[config.mk]
export PLATFORM = sky130hd
export DESIGN_NAME = dma_copy_engine_flat
export DESIGN_NICKNAME = d
export VERILOG_FILES = /design/src/rtl/dma_copy_engine_if.sv /design/src/rtl/dma_copy_engine.sv /design/src/flat_wrapper.sv
export SDC_FILE = /design/constraint.sdc
export NUM_CORES = 1
export LEC_CHECK = 0
export ABC_CLOCK_PERIOD_IN_PS = 8600
export CORE_MARGIN = 3
export CORE_UTILIZATION = 55
export CTS_BUF_LIST = sky130_fd_sc_hd__clkbuf_4
export CTS_CLUSTER_SIZE = 40
export DETAILED_ROUTE_END_ITERATION = 6
export GPL_TIMING_DRIVEN = 0
export HOLD_SLACK_MARGIN = 0.02
export PLACE_DENSITY = 0.94
export SYNTH_ARGS = -nofsm -noshare
export SYNTH_HDL_FRONTEND = slang
export SYNTH_SLANG_ARGS = --single-unit
[constraint.sdc]
create_clock -name clock -period 8.6 [get_ports clock]
set_clock_uncertainty 0.1 [all_clocks]
set_input_delay 1.29 -clock clock [delete_from_list [all_inputs] [get_ports clock]]
set_output_delay 1.29 -clock clock [all_outputs]
set_load 0.005 [all_outputs]
[src/rtl/dma_copy_engine_if.sv]
// Word-wide request/ack data bus between the copy engine (initiator) and memory.
// A beat completes on each rising edge where mem_request and mem_ack are both high.
interface dma_copy_engine_if;
  logic        mem_request;
  logic [31:0] mem_addr;
  logic        mem_write;
  logic [3:0]  mem_byte_enable;
  logic [31:0] mem_wdata;
  logic [31:0] mem_rdata;
  logic        mem_ack;

  modport master (
    output mem_request,
    output mem_addr,
    output mem_write,
    output mem_byte_enable,
    output mem_wdata,
    input  mem_rdata,
    input  mem_ack
  );

  modport slave (
    input  mem_request,
    input  mem_addr,
    input  mem_write,
    input  mem_byte_enable,
    input  mem_wdata,
    output mem_rdata,
    output mem_ack
  );
endinterface

[src/rtl/dma_copy_engine.sv]
// Burst memory-to-memory word copier: reads up to BURST words into a local
// buffer, writes them out, and repeats until the requested length is copied.
module dma_copy_engine #(
  parameter int BURST = 4,
  parameter int LEN_W = 16
) (
  input  logic             clock,
  input  logic             reset,
  input  logic             start,
  input  logic [31:0]      src_addr,
  input  logic [31:0]      dst_addr,
  input  logic [LEN_W-1:0] length,
  output logic             busy,
  output logic             done,
  dma_copy_engine_if.master mem
);

  localparam int IDX_W = (BURST > 1) ? $clog2(BURST) : 1;

  typedef enum logic [1:0] {
    S_IDLE,
    S_READ,
    S_WRITE,
    S_FINISH
  } state_t;

  state_t           r_state;
  state_t           w_next;
  logic [31:0]      r_src;
  logic [31:0]      r_dst;
  logic [LEN_W-1:0] r_remain;
  logic [IDX_W-1:0] r_beat;
  logic [IDX_W-1:0] r_last;
  logic [31:0]      r_buf [BURST];

  logic             w_req;
  logic             w_ack;
  logic             w_last_beat;
  logic [LEN_W-1:0] w_remain_dec;

  // Index of the final beat of a burst covering min(BURST, n) words (n != 0).
  function automatic logic [IDX_W-1:0] f_last_beat(input logic [LEN_W-1:0] n);
    if (n >= LEN_W'(BURST)) return IDX_W'(BURST - 1);
    return IDX_W'(n - LEN_W'(1));
  endfunction

  assign w_req        = reset && ((r_state == S_READ) || (r_state == S_WRITE));
  assign w_ack        = w_req && mem.mem_ack;
  assign w_last_beat  = (r_beat == r_last);
  assign w_remain_dec = r_remain - LEN_W'(1);

  always_ff @(posedge clock) begin
    if (!reset) r_state <= S_IDLE;
    else        r_state <= w_next;
  end

  // Outputs are also gated by reset so the bus reads idle for the whole reset window.
  always_comb begin
    w_next              = r_state;
    mem.mem_request     = 1'b0;
    mem.mem_write       = 1'b0;
    mem.mem_addr        = '0;
    mem.mem_wdata       = '0;
    mem.mem_byte_enable = '0;
    busy                = 1'b0;
    done                = 1'b0;

    case (r_state)
      S_IDLE: begin
        if (start) w_next = (length == '0) ? S_FINISH : S_READ;
      end
      S_READ: begin
        if (w_ack && w_last_beat) w_next = S_WRITE;
      end
      S_WRITE: begin
        if (w_ack && w_last_beat) w_next = (w_remain_dec == '0) ? S_FINISH : S_READ;
      end
      S_FINISH: w_next = S_IDLE;
      default:  w_next = S_IDLE;
    endcase

    if (reset) begin
      busy = (r_state != S_IDLE);
      done = (r_state == S_FINISH);
      if (r_state == S_READ) begin
        mem.mem_request     = 1'b1;
        mem.mem_addr        = r_src;
        mem.mem_byte_enable = '1;
      end else if (r_state == S_WRITE) begin
        mem.mem_request     = 1'b1;
        mem.mem_write       = 1'b1;
        mem.mem_addr        = r_dst;
        mem.mem_wdata       = r_buf[r_beat];
        mem.mem_byte_enable = '1;
      end
    end
  end

  always_ff @(posedge clock) begin
    if (!reset) begin
      r_src    <= '0;
      r_dst    <= '0;
      r_remain <= '0;
      r_beat   <= '0;
      r_last   <= '0;
    end else begin
      case (r_state)
        S_IDLE: begin
          if (start) begin
            r_src    <= {src_addr[31:2], 2'b00};
            r_dst    <= {dst_addr[31:2], 2'b00};
            r_remain <= length;
            r_beat   <= '0;
            r_last   <= f_last_beat(length);
          end
        end
        S_READ: begin
          if (w_ack) begin
            r_src  <= r_src + 32'd4;
            r_beat <= w_last_beat ? '0 : r_beat + IDX_W'(1);
          end
        end
        S_WRITE: begin
          if (w_ack) begin
            r_dst    <= r_dst + 32'd4;
            r_remain <= w_remain_dec;
            if (w_last_beat) begin
              r_beat <= '0;
              r_last <= f_last_beat(w_remain_dec);
            end else begin
              r_beat <= r_beat + IDX_W'(1);
            end
          end
        end
        default: ;
      endcase
    end
  end

  always_ff @(posedge clock) begin
    if ((r_state == S_READ) && w_ack) r_buf[r_beat] <= mem.mem_rdata;
  end

endmodule

[src/flat_wrapper.sv]
// flat-port wrapper written by rule: the top's interface ports become plain ports
module dma_copy_engine_flat 
#(
  parameter int BURST = 4,
  parameter int LEN_W = 16
)
  (clock, reset, start, src_addr, dst_addr, length, busy, done, mem_mem_request, mem_mem_addr, mem_mem_write, mem_mem_byte_enable, mem_mem_wdata, mem_mem_rdata, mem_mem_ack);
  dma_copy_engine_if mem_i ();
  input  logic clock;
  input  logic reset;
  input  logic start;
  input  logic [31:0] src_addr;
  input  logic [31:0] dst_addr;
  input  logic [LEN_W-1:0] length;
  output logic busy;
  output logic done;
  output wire logic [$bits(mem_i.mem_request)-1:0] mem_mem_request;
  output wire logic [$bits(mem_i.mem_addr)-1:0] mem_mem_addr;
  output wire logic [$bits(mem_i.mem_write)-1:0] mem_mem_write;
  output wire logic [$bits(mem_i.mem_byte_enable)-1:0] mem_mem_byte_enable;
  output wire logic [$bits(mem_i.mem_wdata)-1:0] mem_mem_wdata;
  input wire logic [$bits(mem_i.mem_rdata)-1:0] mem_mem_rdata;
  input wire logic [$bits(mem_i.mem_ack)-1:0] mem_mem_ack;
  assign mem_mem_request = mem_i.mem_request;
  assign mem_mem_addr = mem_i.mem_addr;
  assign mem_mem_write = mem_i.mem_write;
  assign mem_mem_byte_enable = mem_i.mem_byte_enable;
  assign mem_mem_wdata = mem_i.mem_wdata;
  assign mem_i.mem_rdata = mem_mem_rdata;
  assign mem_i.mem_ack = mem_mem_ack;
  dma_copy_engine #(.BURST(BURST), .LEN_W(LEN_W)) u_core (.clock(clock), .reset(reset), .start(start), .src_addr(src_addr), .dst_addr(dst_addr), .length(length), .busy(busy), .done(done), .mem(mem_i));
endmodule
Word level (Yosys, flattened, before mapping)
Memory sizes are Yosys's and may differ from the RTL's. A register that Yosys moved wholly into a read port is not among the register bits.
Index checks and enable logic that the tools add are counted.
{"block": "totals", "reg_bits": 86, "mem_bits_rw": 128, "inputBits": 116, "wordCells": 100, "mem_count": 1}
{"name": "u_core.r_buf", "depth": 4, "width": 32, "read_ports": 1, "rd_clocked_by_memory_dff": 1, "write_ports": 1, "line": "dma_copy_engine.sv:34", "text": "logic [31:0] r_buf [BURST];"}
{"block": "op_classes", "add_sub_neg": 6, "order_cmp": 2, "n_eq_ne": 11, "mux": 56, "reduce_logical": 18}
{"cell": "32-bit two-way mux", "n": 10}
{"cell": "32-bit case mux with 2 select lines", "n": 2}
{"cell": "32-bit by 3-bit adder with 32-bit output, second input constant", "n": 2}
{"cell": "2-bit two-way mux", "n": 17}
{"cell": "16-bit by 3-bit greater-or-equal comparator with 1-bit output, second input constant", "n": 2}
{"cell": "16-bit zero test", "n": 2}
{"cell": "16-bit two-way mux", "n": 2}
{"cell": "16-bit case mux with 2 select lines", "n": 1}
{"cell": "1-bit two-way mux", "n": 18}
{"cell": "16-bit by 1-bit subtractor with 16-bit output, second input constant", "n": 1}
{"cell": "4-bit two-way mux", "n": 3}
{"cell": "3-bit AND reduction", "n": 4}
{"cell": "2-bit by 1-bit inequality test with 1-bit output, second input constant", "n": 4}
{"cell": "2-bit case mux with 2 select lines", "n": 2}
{"cell": "2-bit case mux with 4 select lines", "n": 1}
{"cell": "2-bit nonzero test", "n": 4}
{"cell": "2-bit inequality test, second input constant", "n": 3}
{"cell": "2-bit == test, second input constant", "n": 2}
{"cell": "1-bit logical AND", "n": 4}
{"cell": "4-bit AND reduction", "n": 1}
{"cell": "2-bit by 1-bit subtractor with 2-bit output, second input constant", "n": 2}
{"cell": "2-bit by 1-bit adder with 2-bit output, second input constant", "n": 1}
{"cell": "2-bit by 1-bit == test with 1-bit output, second input constant", "n": 1}
{"cell": "2-bit == test", "n": 1}
{"cell": "3 further kinds", "n": 3}

Longest topological paths before layout
Gate-level depths: netlist of the first run.
{"block": "logic_depth", "ltp_word": 11, "mapped_depth": 11, "ltp_nobuf": 8}

Least setup slack after synthesis of the first run
No wires, ideal clock.
{"block": "synth_path", "kind": "input to output", "from": "input reset", "to": "output mem_mem_wdata[24]", "arrival_time_ns": 2.484, "slack_ns": 4.726, "cell_stages": 6, "path_buffers": 3, "path_cell_list": "clkbuf_1 > nand2_1 > nor2_1 > clkbuf_1 > clkbuf_1 > and2_1"}
{"block": "synth_between", "elab_chain_len": 1}
{"item": "from (decl)", "line": "flat_wrapper.sv:10", "text": "input logic reset;"}
{"item": "32-bit two-way mux", "line": "dma_copy_engine.sv:82", "text": "if (reset) begin"}
{"item": "to (decl)", "line": "flat_wrapper.sv:21", "text": "output wire logic [$bits(mem_i.mem_wdata)-1:0] mem_mem_wdata;"}
Every way passes these cells.

Final worst setup path of the first run
{"block": "layout_path", "from": "input reset", "to": "output mem_mem_addr[10]"}
{"block": "layout_between", "elab_chain_len": 1}
{"item": "32-bit two-way mux", "line": "dma_copy_engine.sv:82"}
{"item": "to (decl)", "line": "flat_wrapper.sv:18", "text": "output wire logic [$bits(mem_i.mem_addr)-1:0] mem_mem_addr;"}
Every way passes these cells.

==> results by stage, run 1 <==
Outcome:
- The run finished, with violations left.
- The final reports fail on design-rule violations.

Synthesis:
- The Yosys step of the flow raised 0 warnings.
- The synthesized netlist devotes less than 1% of its cell area to XOR and XNOR gates.
- The dominant synthesized flop cell is sky130_fd_sc_hd__edfxtp_1.
- Multiplexer cells account for roughly 7.2% of the synthesized area.
- The post-synthesis area per instance is around 10 um2.
- The share of the Yosys chip area taken by registers is 51.6%.
- The synthesized netlist devotes approximately 17% of its cell area to compound gates.
- By area, the combinational part of the netlist is dominated by simple AND/OR/NAND/NOR gates.
- The mapped netlist covers 10,700 um2.
- The async set-or-reset flop fraction in the synthesized netlist is 0%.
- The synthesized instance count is 1,020.
- The arithmetic-cell share of the synthesized area counting full adders, half adders and majority gates is 1.64%.
- The synthesized netlist contains 67 unique library cells.
- The synthesized netlist devotes a little under a fifth of its cell area to simple gates.
- The number of synthesized flops with an enable pin is ~130.
- The number of synthesized register bits is around 210.

STA:
- The slew at the pin closest to its max-slew limit is just over 1000 ps.
- Of the available clock period, the critical path in the final layout requires about two thirds.
- The worst pin sits at a relative slew slack of 30.8%.
- The final count of negative-setup-slack endpoints is 0.
- The final count of pins violating max slew is 0.
- The hold violation total from the final report is 0.
- The total negative slack is 0 ps.
- Setup repair after global routing left no endpoint under its margin.
- The tightest hold path in the finished design has a slack of roughly 400 ps.
- After layout, the minimum clock period comes to ~5800 ps.
- The fmax is approximately 170 MHz.

Clocking:
- The tree is rooted in a sky130_fd_sc_hd__clkbuf_4.
- The TritonCTS buffer count is 55.
- The H-tree generated during clock tree synthesis spans 2 levels.
- In this run, post-CTS hold repair placed 0 buffers.
- The TritonCTS clock tree is done.
- The clock passes through at most 3 buffers.
- The post-cts gate resize count is 0.
- Clock tree synthesis found a total of about 210 sinks.
- The clock slew at the register clock pins of the worst setup and hold paths is around 70 ps.
- The post-CTS setup buffer count is 0.
- The clock latency of the later-clocked register in the worst-skew pair is slightly above 700 ps.

Setup path:
- The category of cells accounting for the largest share of critical-path delay is buffers and inverters.
- Counting both buffers and inverters, the worst setup path holds a total of 5.
- The worst stage delay on the critical path is approximately 550 ps.
- The endpoint class of the critical path is a primary output.
- The critical setup path kind is input port to primary output.
- Walking the worst path, the cells encountered are clkdlybuf4s50_1 > clkbuf_1 > nand2_1 > nor2_1 > clkbuf_1 > clkbuf_1 > nand2_1 > o21ai_0 > clkdlybuf4s50_1.
- The cell repeated most along the worst path is sky130_fd_sc_hd__clkbuf_1.
- Data on the critical path is required at its endpoint by between 7000 and 8000 ps.
- The kind of start point of the critical path is an input port.
- In this run the worst path has a maximum fanout of 10.
- The critical-path cell with the highest stage delay is sky130_fd_sc_hd__clkdlybuf4s50_1.
- Data on the critical path arrives at its endpoint at between 4000 and 5000 ps.

Layout:
- The area of all sequential standard cells is roughly 5500 um2.
- The share of post-route cells with drive strength above 1 is between 10% and 20%.
- The repair_antennas step left the layout with diodes totalling 0.
- The footprint of the multi-input gates is 4760 um2.
- The layout-stage area growth over the synthesis result is 26.3%.
- The fill cell total of the finished layout is 1,387.
- At the end of the flow, the number of nets in the layout was between 1,000 and 1,500.
- The fraction of the core area covered by cells at the end of the flow is 71.6%.

GRT:
- The aggregate global-route resource usage is a little under a third.
- The pin count of the biggest net entering global routing is 33.
- The via count of the first global-routing pass came to between 9,000 and 10,000.
- The first global-routing pass estimated 52,300 um of wire.
- The total overflow left after global routing is 0.
- The number of antenna violations at the first check in global routing came to 2.

Drt:
- The wire length on met1 is 12,500 um.
- In this run, the number of DRC markers left after iteration 0 of detailed routing was 1,064.
- Detailed routing placed a total of 15,400 um of wire on met2.
- The first detailed-routing pass took 7 iterations.
- The post-detailed-routing wire length is between 30,000 and 40,000 um.
- The total via count after detailed routing is slightly below 10,000.
- The detail route stage leaves a number of antenna-violating nets equal to 0.
- Routed signal wires occupy layers up through met5.
- The total DRC errors in the routed layout is 7.
- Wire segments on met3 add up to 4230 um in the final route.
- The average routed wire per standard cell is 21.3 um.
- Using the TritonRoute via totals, the vias-per-cell ratio works out to between 6 and 7.

Power and ir drop:
- In this run the power density over the cells is about 270 nW/um2.
- For this design the static power due to leakage is 4.59 nW.
- The worst voltage drop across the vdd grid is between 0.1 and 0.15 mV.

Place:
- The total half-perimeter wirelength after legalization and detailed placement is about 23,000 um.
- Input and output buffers added on the ports amount to around 180.
- Routability-driven placement finished with a final weighted congestion of ~0.99.

Floorplanning:
- From bottom edge to top edge, the die measures 146 um.
- The die is between 100 and 150 um wide.
- The core area is ~19,000 um2.
- In this run the core area contains 50 standard-cell rows.
- The initial utilization of the core area, before any placement, comes to a little under three fifths.
- The die covers around 21,000 um2.
- 188 I/O pins were placed.

Hold path:
- In this run the worst hold path is classified as register to register.

Flow run:
- Across the run, the number of max-cap violations was 0.
==> cells in the mapped netlist, types with 11 or more instances <==
| cell | n | area, um2 |
|---|---|---|
| sky130_fd_sc_hd__and2_1 | 48 | 300 |
| sky130_fd_sc_hd__nand4_1 | 18 | 113 |
| sky130_fd_sc_hd__nor2_1 | 67 | 251 |
| sky130_fd_sc_hd__nand3_1 | 47 | 235 |
| sky130_fd_sc_hd__clkbuf_1 | 61 | 229 |
| sky130_fd_sc_hd__ha_1 | 14 | 175 |
| sky130_fd_sc_hd__nand2_1 | 79 | 297 |
| sky130_fd_sc_hd__inv_1 | 22 | 82.6 |
| sky130_fd_sc_hd__o21ai_0 | 61 | 305 |
| sky130_fd_sc_hd__a22o_1 | 25 | 219 |
| sky130_fd_sc_hd__nor3_1 | 26 | 130 |
| sky130_fd_sc_hd__nor4_1 | 23 | 144 |
| sky130_fd_sc_hd__mux4_2 | 32 | 721 |
| sky130_fd_sc_hd__o22ai_1 | 11 | 68.8 |
| sky130_fd_sc_hd__o221a_2 | 13 | 146 |
| sky130_fd_sc_hd__edfxtp_1 | 128 | 3840 |
| sky130_fd_sc_hd__and3_1 | 12 | 75.1 |
| sky130_fd_sc_hd__nor2b_1 | 19 | 119 |
| sky130_fd_sc_hd__a31oi_1 | 13 | 81.3 |
| sky130_fd_sc_hd__a21oi_1 | 78 | 390 |
| sky130_fd_sc_hd__dfxtp_1 | 84 | 1680 |
==> power by group <==
part | switching [W] | total [W] | internal, W | leakage (nW)
sequential | 0.000199 | 0.00143 | 0.00123 | 1.84
clock | 0.000424 | 0.000846 | 0.000422 | 0.398
combinational | 0.000832 | 0.00138 | 0.000546 | 2.35
total | 0.00146 | 0.00366 | 0.00220 | 4.59
==> per-layer routing <==
metal | up-vias | track usage [%]
met5 | - | 0
li1 | 4391 | -
met2 | 699 | 48.8
met3 | 114 | 10.2
met4 | 4 | 12.4
met1 | 4637 | 39.2
==> sequential cells by signal, indices dropped and copies added, names as in the netlist, named ones only <==
signal           count
u_core.r_last        2
u_core.r_beat        2
u_core.r_src        30
u_core.r_state       2
u_core.r_dst        30
u_core.r_buf       128
u_core.r_remain     16
==> cell families after synthesis <==
logic type      Yosys count
mux                      37
fa+ha+maj                14
xor+xnor                  5
flops                   212
other cells               1
compound gates          274
buf+inv                 104
simple gates            373
==> worst min-delay path: stages (launching register included) <==
cell                      delay [ps]
sky130_fd_sc_hd__dfxtp_1         320
sky130_fd_sc_hd__nand3_1          60
sky130_fd_sc_hd__o21ai_0          70
==> layout make-up <==
type / instances / area share [%]
flip-flops and latches: 212 / 40.8
multi-input cells: 705 / 35.2
repair buffers: 182 / 13.4
clock buffers: 79 / 4.38
plain buffers: 81 / 2.56
well taps: 260 / 2.40
inverters: 23 / 0.638
clock inverters: 17 / 0.564
==> cells in the final DEF (no fill, tap or decap), types with 7 or more instances in the layout <==
cell                              count
sky130_fd_sc_hd__clkdlybuf4s50_1    181
sky130_fd_sc_hd__nor2b_1             19
sky130_fd_sc_hd__nor3_1              26
sky130_fd_sc_hd__a21o_1               7
sky130_fd_sc_hd__nor4_1              23
sky130_fd_sc_hd__and3_1               8
sky130_fd_sc_hd__a22o_1              25
sky130_fd_sc_hd__clkbuf_1            61
sky130_fd_sc_hd__a21oi_1             78
sky130_fd_sc_hd__dfxtp_1             84
sky130_fd_sc_hd__inv_1               22
sky130_fd_sc_hd__a21boi_0             7
sky130_fd_sc_hd__clkbuf_4            79
sky130_fd_sc_hd__nand2b_1             7
sky130_fd_sc_hd__o221a_2             13
sky130_fd_sc_hd__nor2_1              67
sky130_fd_sc_hd__a31oi_1             13
sky130_fd_sc_hd__buf_1               10
sky130_fd_sc_hd__edfxtp_1           128
sky130_fd_sc_hd__o21ai_0             61
sky130_fd_sc_hd__clkinv_1            13
sky130_fd_sc_hd__nand2_1             79
sky130_fd_sc_hd__nand4_1             18
sky130_fd_sc_hd__mux4_2              32
sky130_fd_sc_hd__ha_1                14
sky130_fd_sc_hd__nand3_1             47
sky130_fd_sc_hd__a22oi_1             10
sky130_fd_sc_hd__o22ai_1             11
sky130_fd_sc_hd__and2_1              48
sky130_fd_sc_hd__buf_4                7
==> through the flow <==
| stage | instance area [um2] | cells | setup WS (ps) | total power [W] |
|---|---|---|---|---|
| floorplan | 10700 | 1021 | 4730 | 0.00228 |
| detailed placement | 12900 | 1462 | 2840 | 0.00277 |
| global route | 13500 | 1559 | 2600 | 0.00385 |
| CTS | 13500 | 1558 | 2820 | 0.00361 |
| global placement | 12800 | 1462 | 2880 | 0.00274 |
| finish | 13500 | 1559 | 2760 | 0.00366 |
==> final timing paths <==
path | from | to | slack [ps] | depth (start not counted)
setup / recovery | reset | mem_mem_addr[10] | 2760 | 9
setup reg to reg | u_core.r_state[1] | u_core.r_buf[2][13] | 4900 | 6
hold reg to reg | u_core.r_remain[15] | u_core.r_remain[15] | 390 | 2
hold / removal | u_core.r_remain[15] | u_core.r_remain[15] | 390 | 2
Note: power is estimated with default switching activity, not from simulation.
==> run 2: changes to the inputs <==
--- a/config.mk
+++ b/config.mk
@@ -5,15 +5,15 @@
 export SDC_FILE = /design/constraint.sdc
 export NUM_CORES = 1
 export LEC_CHECK = 0
-export ABC_CLOCK_PERIOD_IN_PS = 8600
+export ABC_CLOCK_PERIOD_IN_PS = 5260
 export CORE_MARGIN = 3
-export CORE_UTILIZATION = 55
+export CORE_UTILIZATION = 50
 export CTS_BUF_LIST = sky130_fd_sc_hd__clkbuf_4
 export CTS_CLUSTER_SIZE = 40
 export DETAILED_ROUTE_END_ITERATION = 6
 export GPL_TIMING_DRIVEN = 0
 export HOLD_SLACK_MARGIN = 0.02
-export PLACE_DENSITY = 0.94
+export PLACE_DENSITY = 0.9
 export SYNTH_ARGS = -nofsm -noshare
 export SYNTH_HDL_FRONTEND = slang
 export SYNTH_SLANG_ARGS = --single-unit
==> constraint.sdc (replaced) <==
create_clock -name clock -period 5.26 [get_ports clock]
set_clock_uncertainty 0.1 [all_clocks]
set_input_delay 0.789 -clock clock [delete_from_list [all_inputs] [get_ports clock]]
set_output_delay 0.789 -clock clock [all_outputs]
set_load 0.005 [all_outputs]
==> run 2 against run 1 <==
Compared with the run above: the run still ends with design-rule violations left; cell area about the same; global-route usage down 2.9 points; die area increased by 9.6%; register-to-register slack worse by 3300 ps; sequential share of layout area about the same; wire length rose by 2.0%; non-clock buffer count shrank 1; worst hold slack better by 2.9 ps; largest power group unchanged.
==> results by stage, run 2 (synthesis gave the netlist of run 1 again) <==
STA:
- The final count of pins violating max slew was 0 (unchanged).
- Derived from the worst setup path, the maximum achievable clock frequency is around 210 MHz.
- The share of the clock period used by the worst path is between 90% and 100%.
- The worst slew slack as a fraction of its limit is 39.0% (+8.2 points).
- Subtracting the final worst setup slack from the clock period gives a little under 5000 ps.
- The minimum hold slack is 397 ps (+2.88 ps).
- The final count of negative-setup-slack endpoints is 0 (unchanged).
- The slew at the pin closest to its max-slew limit is 908 ps (-122 ps).
- The hold violation total from the final report is 0 (unchanged).
- The total negative slack is 0 ps (unchanged).
- Setup repair after global routing left no endpoint under its margin.

Floorplanning:
- The core area was 20,600 um2 (+9.2%).
- The die area came to 23,200 um2 (+9.6%).
- The number of core rows is 52 (+4.0%).
- The boundary pin count came to 188 (unchanged).
- The floorplan die height came to 152 um (+4.7%).
- The starting utilization of the core area came to 51.9% (-4.8 points).
- The horizontal extent of the die is 152 um (+4.7%).

Clocking:
- The post-CTS setup buffer count is 0 (unchanged).
- The H-tree depth came to 2 (unchanged).
- The TritonCTS buffer count was 56 (+1.8%).
- The clock tree buffer depth is 3 (unchanged).
- The post-cts gate resize count is 0 (unchanged).
- The clock latency of the later-clocked register in the worst-skew pair is 700 ps (about the same).
- The cell sitting at the root of the clock tree is a sky130_fd_sc_hd__clkbuf_4.
- The TritonCTS clock tree is done.
- The total of hold buffers inserted after clock tree synthesis is 0 (unchanged).
- The number of clock sinks came to 212 (unchanged).
- The clock slew at the register clock pins of the worst setup and hold paths was 70 ps (about the same).

Drt:
- The number of vias per cell was 6.23 (-1.4%).
- The average routed wire per standard cell was 21.6 um (+1.2%).
- The length of the first detailed-routing pass in iterations is 7 (unchanged).
- The post-detailed-routing wire length is 33,900 um (+2.0%).
- The remaining antenna violation count is 0 (unchanged).
- The total DRC errors in the routed layout is 2 (-5).
- The iteration-0 DRC count of the detailed router is 941 (-12%).
- The total via count after detailed routing came to 9,787 (-0.59%).

Setup path:
- The critical setup path kind is register to primary output.
- The endpoint class of the critical path is a primary output.
- The worst-case register-to-register setup slack is 1560 ps (-3340 ps).
- STA classifies the critical path startpoint as a register.
- The maximum fanout encountered on the critical timing path is 10 (unchanged).
- The arrival time of data at the critical path endpoint was 3950 ps (-500 ps).
- The worst path required time is 4370 ps (-2840 ps).

GRT:
- The pin count of the biggest net entering global routing is 33 (unchanged).
- The fraction of met2 tracks used by global routing is 44.0% (-4.8 points).
- The via count of the first global-routing pass came to 9,554 (-2.5%).
- The aggregate global-route resource usage is 27.9% (-2.9 points).
- The global route total overflow is 0 (unchanged).
- The number of antenna violations at the first check in global routing was 3 (+1).
- The fraction of met1 tracks used by global routing came to 34.7% (-4.5 points).
- The met3 track demand over resource is 9.77% (-0.44 points).
- The wire length of the first global-routing pass was 51,800 um (-1.0%).
- The busiest metal layer after global routing is met2.

Layout:
- The layout-stage area growth over the synthesis result was 26.4% (about the same).
- In the final layout, the registers with the most flip-flops are u_core.r_buf: 128 flops, u_core.r_dst: 30 flops, u_core.r_src: 30 flops.
- The number of flip-flops in the largest register is 128 (unchanged).
- The fill cell total of the finished layout is 1,631 (+18%).
- In the layout the commonest cells are 181 x sky130_fd_sc_hd__clkdlybuf4s50_1, 128 x sky130_fd_sc_hd__edfxtp_1, 84 x sky130_fd_sc_hd__dfxtp_1.
- The register with the most flip-flops in the final layout is u_core.r_buf.
- The final layout net count is 1,390 (unchanged).
- The finished layout cell area came to 13,500 um2 (about the same).
- The leading cell type in the layout, fill and taps excluded is sky130_fd_sc_hd__clkdlybuf4s50_1.
- The share of post-route cells with drive strength above 1 came to 11.2% (-0.39 points).

Outcome:
- The run finished, with violations left.
- The final reports fail on design-rule violations.

Place:
- The total half-perimeter wirelength after legalization and detailed placement came to 23,800 um (+2.0%).
- The count of port buffers added during placement is 181 (unchanged).
- The final weighted congestion of routability-driven global placement is 0.987 (-0.35%).
- The post-place instance area is 12,900 um2 (about the same).

Power and ir drop:
- The static leakage is 4.58 nW (-0.23%).
- The total power is 0.00596 W (+63%).
- The power per standard cell area is 440 nW/um2 (+63%).
- The worst voltage drop across the vdd grid is 0.238 mV (+73%).

Flow run:
- The number of maximum-capacitance constraint violations was 0 (unchanged).

Hold path:
- The kind of path behind the tightest hold check is register to register.
==> run 2: final timing paths <==
path / start / endpoint / depth (start not counted)
setup / recovery: u_core.r_state[0] / mem_mem_addr[6] / 10
setup reg to reg: u_core.r_state[1] / u_core.r_buf[3][10] / 6
hold / removal: u_core.r_remain[11] / u_core.r_remain[11] / 2
hold reg to reg: u_core.r_remain[11] / u_core.r_remain[11] / 2
==> run 2: power by group <==
| part | leakage, nW | switching (W) | internal, W |
|---|---|---|---|
| clock | 0.391 | 0.000696 | 0.000659 |
| combinational | 2.34 | 0.00136 | 0.000892 |
| sequential | 1.84 | 0.000333 | 0.00202 |
| total | 4.58 | 0.00239 | 0.00357 |
==> run 2: final cells by class <==
cell class                 instances  area [um2]  share of cell area, %
antenna                            2        5.00                 0.0370
buffer                            81         347                   2.56
clock buffer                      74         556                   4.10
clock inverter                    24         104                  0.767
inverter                          23        86.3                  0.638
multi-input combinational        705        4760                   35.2
sequential                       212        5530                   40.8
tap                              270         338                   2.50
timing repair buffer             181        1810                   13.4
==> run 2: worst max-delay path, stage by stage (launching register included) <==
cell and delay (ps):
sky130_fd_sc_hd__dfxtp_1 350, sky130_fd_sc_hd__inv_1 120, sky130_fd_sc_hd__ha_1 170, sky130_fd_sc_hd__clkbuf_1 440
sky130_fd_sc_hd__nand2_1 230, sky130_fd_sc_hd__nor2_1 220, sky130_fd_sc_hd__clkbuf_1 450, sky130_fd_sc_hd__clkbuf_1 480
sky130_fd_sc_hd__nand2_1 100, sky130_fd_sc_hd__o21ai_0 140, sky130_fd_sc_hd__clkdlybuf4s50_1 560
==> run 2: per-layer routing <==
metal	vias to the layer above	wire length [um]
li1	4397	-
met1	4569	12800
met2	699	15500
met3	120	4190
met4	2	1400
met5	-	9
==> run 2: stage by stage <==
stage          setup slack (ps)  instances  utilization, %
2_1_floorplan              2390       1021               -
5_1_grt                     129       1572            65.6
3_5_place_dp                558       1472            62.4
6_report                    417       1572            65.6
3_3_place_gp                541       1472            62.4
4_1_cts                     443       1570            65.6
==> run 3: changes to the inputs <==
--- a/config.mk
+++ b/config.mk
@@ -11,6 +11,7 @@
 export CTS_BUF_LIST = sky130_fd_sc_hd__clkbuf_4
 export CTS_CLUSTER_SIZE = 40
 export DETAILED_ROUTE_END_ITERATION = 6
+export GPL_ROUTABILITY_DRIVEN = 0
 export GPL_TIMING_DRIVEN = 0
 export HOLD_SLACK_MARGIN = 0.02
 export PLACE_DENSITY = 0.9
==> run 3 against run 2 <==
Compared with the run above: count of clock-buffer cells in the layout rose by 7; clock power up 9%; worst hold slack got worse by 12 ps; global-route usage shrank 0.11 points; cell area increased by 0.47%; critical endpoint unchanged; the flow still finishes with violations (design-rule violations); largest power group unchanged; first-iteration DRC count rose by 33%; combinational power about the same; die area stayed put; register-to-register slack lost 20 ps; sequential power hardly changed; non-clock buffer count unchanged; sequential share of layout area decreased by 0.19 points.
==> results by stage, run 3 (synthesis gave the netlist of run 1 again) <==
Outcome:
- The run finished, with violations left.
- The final reports fail on design-rule violations.

STA:
- The fmax is 200 MHz (-3.1%).
- The worst-case setup margin in the final layout is 264 ps (-153 ps).
- The final critical path time including I/O delays and setup is 5000 ps (+153 ps).
- The hold violation total from the final report is 0 (unchanged).
- The worst slew slack as a fraction of its limit is 5.76% (-33 points).
- The final count of pins violating max slew came to 0 (unchanged).
- The final count of negative-setup-slack endpoints was 0 (unchanged).
- The total negative slack is 0 ps (unchanged).
- The share of the clock period used by the worst path is 95.0% (+2.9 points).
- Setup repair after global routing left no endpoint under its margin.
- The slew at the pin closest to its max-slew limit is 1410 ps (+497 ps).

Floorplanning:
- The core area came to 20,600 um2 (unchanged).
- The die area is 23,200 um2 (unchanged).
- The boundary pin count was 188 (unchanged).
- The starting utilization of the core area is 51.9% (unchanged).
- The number of core rows is 52 (unchanged).
- The horizontal extent of the die was 152 um (unchanged).
- The floorplan die height came to 152 um (unchanged).

Power and ir drop:
- The power share of the sequential group is 38.7% (-0.8 points).
- The worst voltage drop across the vdd grid is 0.226 mV (-4.8%).
- The internal power is 0.00371 W (+3.9%).
- The power per standard cell area is 447 nW/um2 (+1.6%).
- The clock power share is 24.4% (+1.6 points).
- The static leakage is 4.61 nW (+0.79%).
- The switching share of power is 39.0% (-1.0 points).
- The combinational share of power is 37.0% (-0.7 points).
- The switching power is 0.00237 W (-0.55%).

GRT:
- The aggregate global-route resource usage came to 27.8% (-0.11 points).
- The pin count of the biggest net entering global routing is 33 (unchanged).
- The number of antenna violations at the first check in global routing is 3 (unchanged).
- The wire length of the first global-routing pass is 52,100 um (+0.57%).
- The global route total overflow came to 0 (unchanged).
- The via count of the first global-routing pass came to 9,865 (+3.3%).

Drt:
- The post-detailed-routing wire length is 33,400 um (-1.4%).
- The average routed wire per standard cell was 21.3 um (-1.4%).
- The remaining antenna violation count is 0 (unchanged).
- The length of the first detailed-routing pass in iterations is 7 (unchanged).
- The total DRC errors in the routed layout is 2 (unchanged).
- The number of vias per cell was 6.33 (+1.7%).
- The total via count after detailed routing is 9,946 (+1.6%).
- The iteration-0 DRC count of the detailed router was 1,251 (+33%).

Flow run:
- The number of maximum-capacitance constraint violations is 0 (unchanged).

Clocking:
- The master cell of the clock root buffer is sky130_fd_sc_hd__clkbuf_4.
- The clock slew at the register clock pins of the worst setup and hold paths is 60 ps (about the same).
- The post-CTS setup buffer count came to 0 (unchanged).
- The clock tree buffer depth came to 3 (unchanged).
- The total of hold buffers inserted after clock tree synthesis is 0 (unchanged).
- The TritonCTS buffer count is 55 (-1.8%).
- The H-tree depth came to 2 (unchanged).
- The TritonCTS clock tree is done.
- The clock latency of the later-clocked register in the worst-skew pair is 700 ps (about the same).
- The number of clock sinks came to 212 (unchanged).
- The post-cts gate resize count is 0 (unchanged).

Hold path:
- The kind of path behind the tightest hold check is register to register.

Layout:
- The fill cell total of the finished layout is 1,566 (-4.0%).
- The final standard cell count with taps included and fillers excluded came to 1,571 (-0.064%).
- Relative to the synthesized area, the layout overhead comes to 27.0%.
- The number of flip-flops in the largest register is 128 (unchanged).
- In the final layout, the registers with the most flip-flops are u_core.r_buf: 128 flops, u_core.r_dst: 30 flops, u_core.r_src: 30 flops.
- The share of post-route cells with drive strength above 1 is 11.8% (+0.55 points).
- The library cells used most frequently in the layout, excluding fill and tap cells, are 181 x sky130_fd_sc_hd__clkdlybuf4s50_1, 128 x sky130_fd_sc_hd__edfxtp_1, 84 x sky130_fd_sc_hd__dfxtp_1.
- The final layout net count is 1,389 (-0.072%).
- Ranked by flip-flop count, first place goes to u_core.r_buf.
- The library cell used most frequently in the layout, excluding fill and tap cells, is sky130_fd_sc_hd__clkdlybuf4s50_1.

Place:
- The minimum setup slack after placement is 545 ps (-13.3 ps).
- The total half-perimeter wirelength after legalization and detailed placement came to 23,300 um (-1.9%).
- The count of port buffers added during placement came to 181 (unchanged).
- The cell count after placement is 1,472 (unchanged).

Setup path:
- The arrival time of data at the critical path endpoint was 4110 ps (+160 ps).
- STA classifies the critical path startpoint as a register.
- The maximum fanout encountered on the critical timing path is 10 (unchanged).
- The worst path required time is 4370 ps (about the same).
- The worst setup path is captured at a primary output.
- The critical path is of the register to primary output type.
[run 3: changes by cell type in the layout (fill, tap and decap cells not counted)]
cell | previous run | this run
sky130_fd_sc_hd__inv_6 | 2 | 0
sky130_fd_sc_hd__a211oi_1 | 2 | 3
sky130_fd_sc_hd__a211oi_2 | 1 | 0
sky130_fd_sc_hd__clkinvlp_4 | 0 | 1
sky130_fd_sc_hd__clkbuf_4 | 74 | 81
sky130_fd_sc_hd__bufinv_16 | 0 | 2
sky130_fd_sc_hd__clkinv_1 | 20 | 11
[run 3: layer usage]
layer  routed length, um  share of wire (%)  track usage (%)
met4                1420                4.3             13.1
met5                  20              0.060                0
met3                4830                 14             9.37
met1               11700                 35             34.6
met2               15400                 46             43.8
[run 3: final timing paths]
path / cells after the start / from / end / slack (ps)
min reg2reg: 2 / u_core.r_remain[11] / u_core.r_remain[11] / 380
max: 10 / u_core.r_state[0] / mem_mem_addr[6] / 260
max reg2reg: 6 / u_core.r_state[1] / u_core.r_buf[3][22] / 1540
min: 2 / u_core.r_remain[11] / u_core.r_remain[11] / 380
[run 3: power groups by stage]
stage	sequential (W)	clock [W]	combinational [W]
6_report	0.00235	0.00148	0.00225
5_1_grt	0.00237	0.00158	0.00243
4_1_cts	0.00233	0.00149	0.00217
3_5_place_dp	0.00236	0	0.00215
3_3_place_gp	0.00235	0	0.00210
2_1_floorplan	0.00226	0	0.00147
[run 3: through the flow]
stage	util (%)	instance area, um2	hold WS (ps)	total power, W
floorplan	-	10700	353	0.00373
global placement	62.4	12900	366	0.00445
detailed placement	62.4	12900	377	0.00452
CTS	65.9	13600	385	0.00599
global route	65.9	13600	419	0.00639
finish	65.9	13600	384	0.00608
[run 3: area by class of cell]
class	instances	area (um2)	share of cell area [%]
clock inverters	16	120	0.883
diodes	2	5.00	0.0368
repair buffers	181	1810	13.3
flip-flops and latches	212	5530	40.6
well taps	270	338	2.48
plain buffers	81	347	2.55
inverters	23	86.3	0.635
clock buffers	81	608	4.47
multi-input cells	705	4760	35.0
[run 3: critical path: stages (launching register included)]
cell and delay, ps:
sky130_fd_sc_hd__dfxtp_1 350, sky130_fd_sc_hd__inv_1 130, sky130_fd_sc_hd__ha_1 180, sky130_fd_sc_hd__clkbuf_1 480
sky130_fd_sc_hd__nand2_1 240, sky130_fd_sc_hd__nor2_1 210, sky130_fd_sc_hd__clkbuf_1 470, sky130_fd_sc_hd__clkbuf_1 520
sky130_fd_sc_hd__nand2_1 90, sky130_fd_sc_hd__o21ai_0 160, sky130_fd_sc_hd__clkdlybuf4s50_1 570
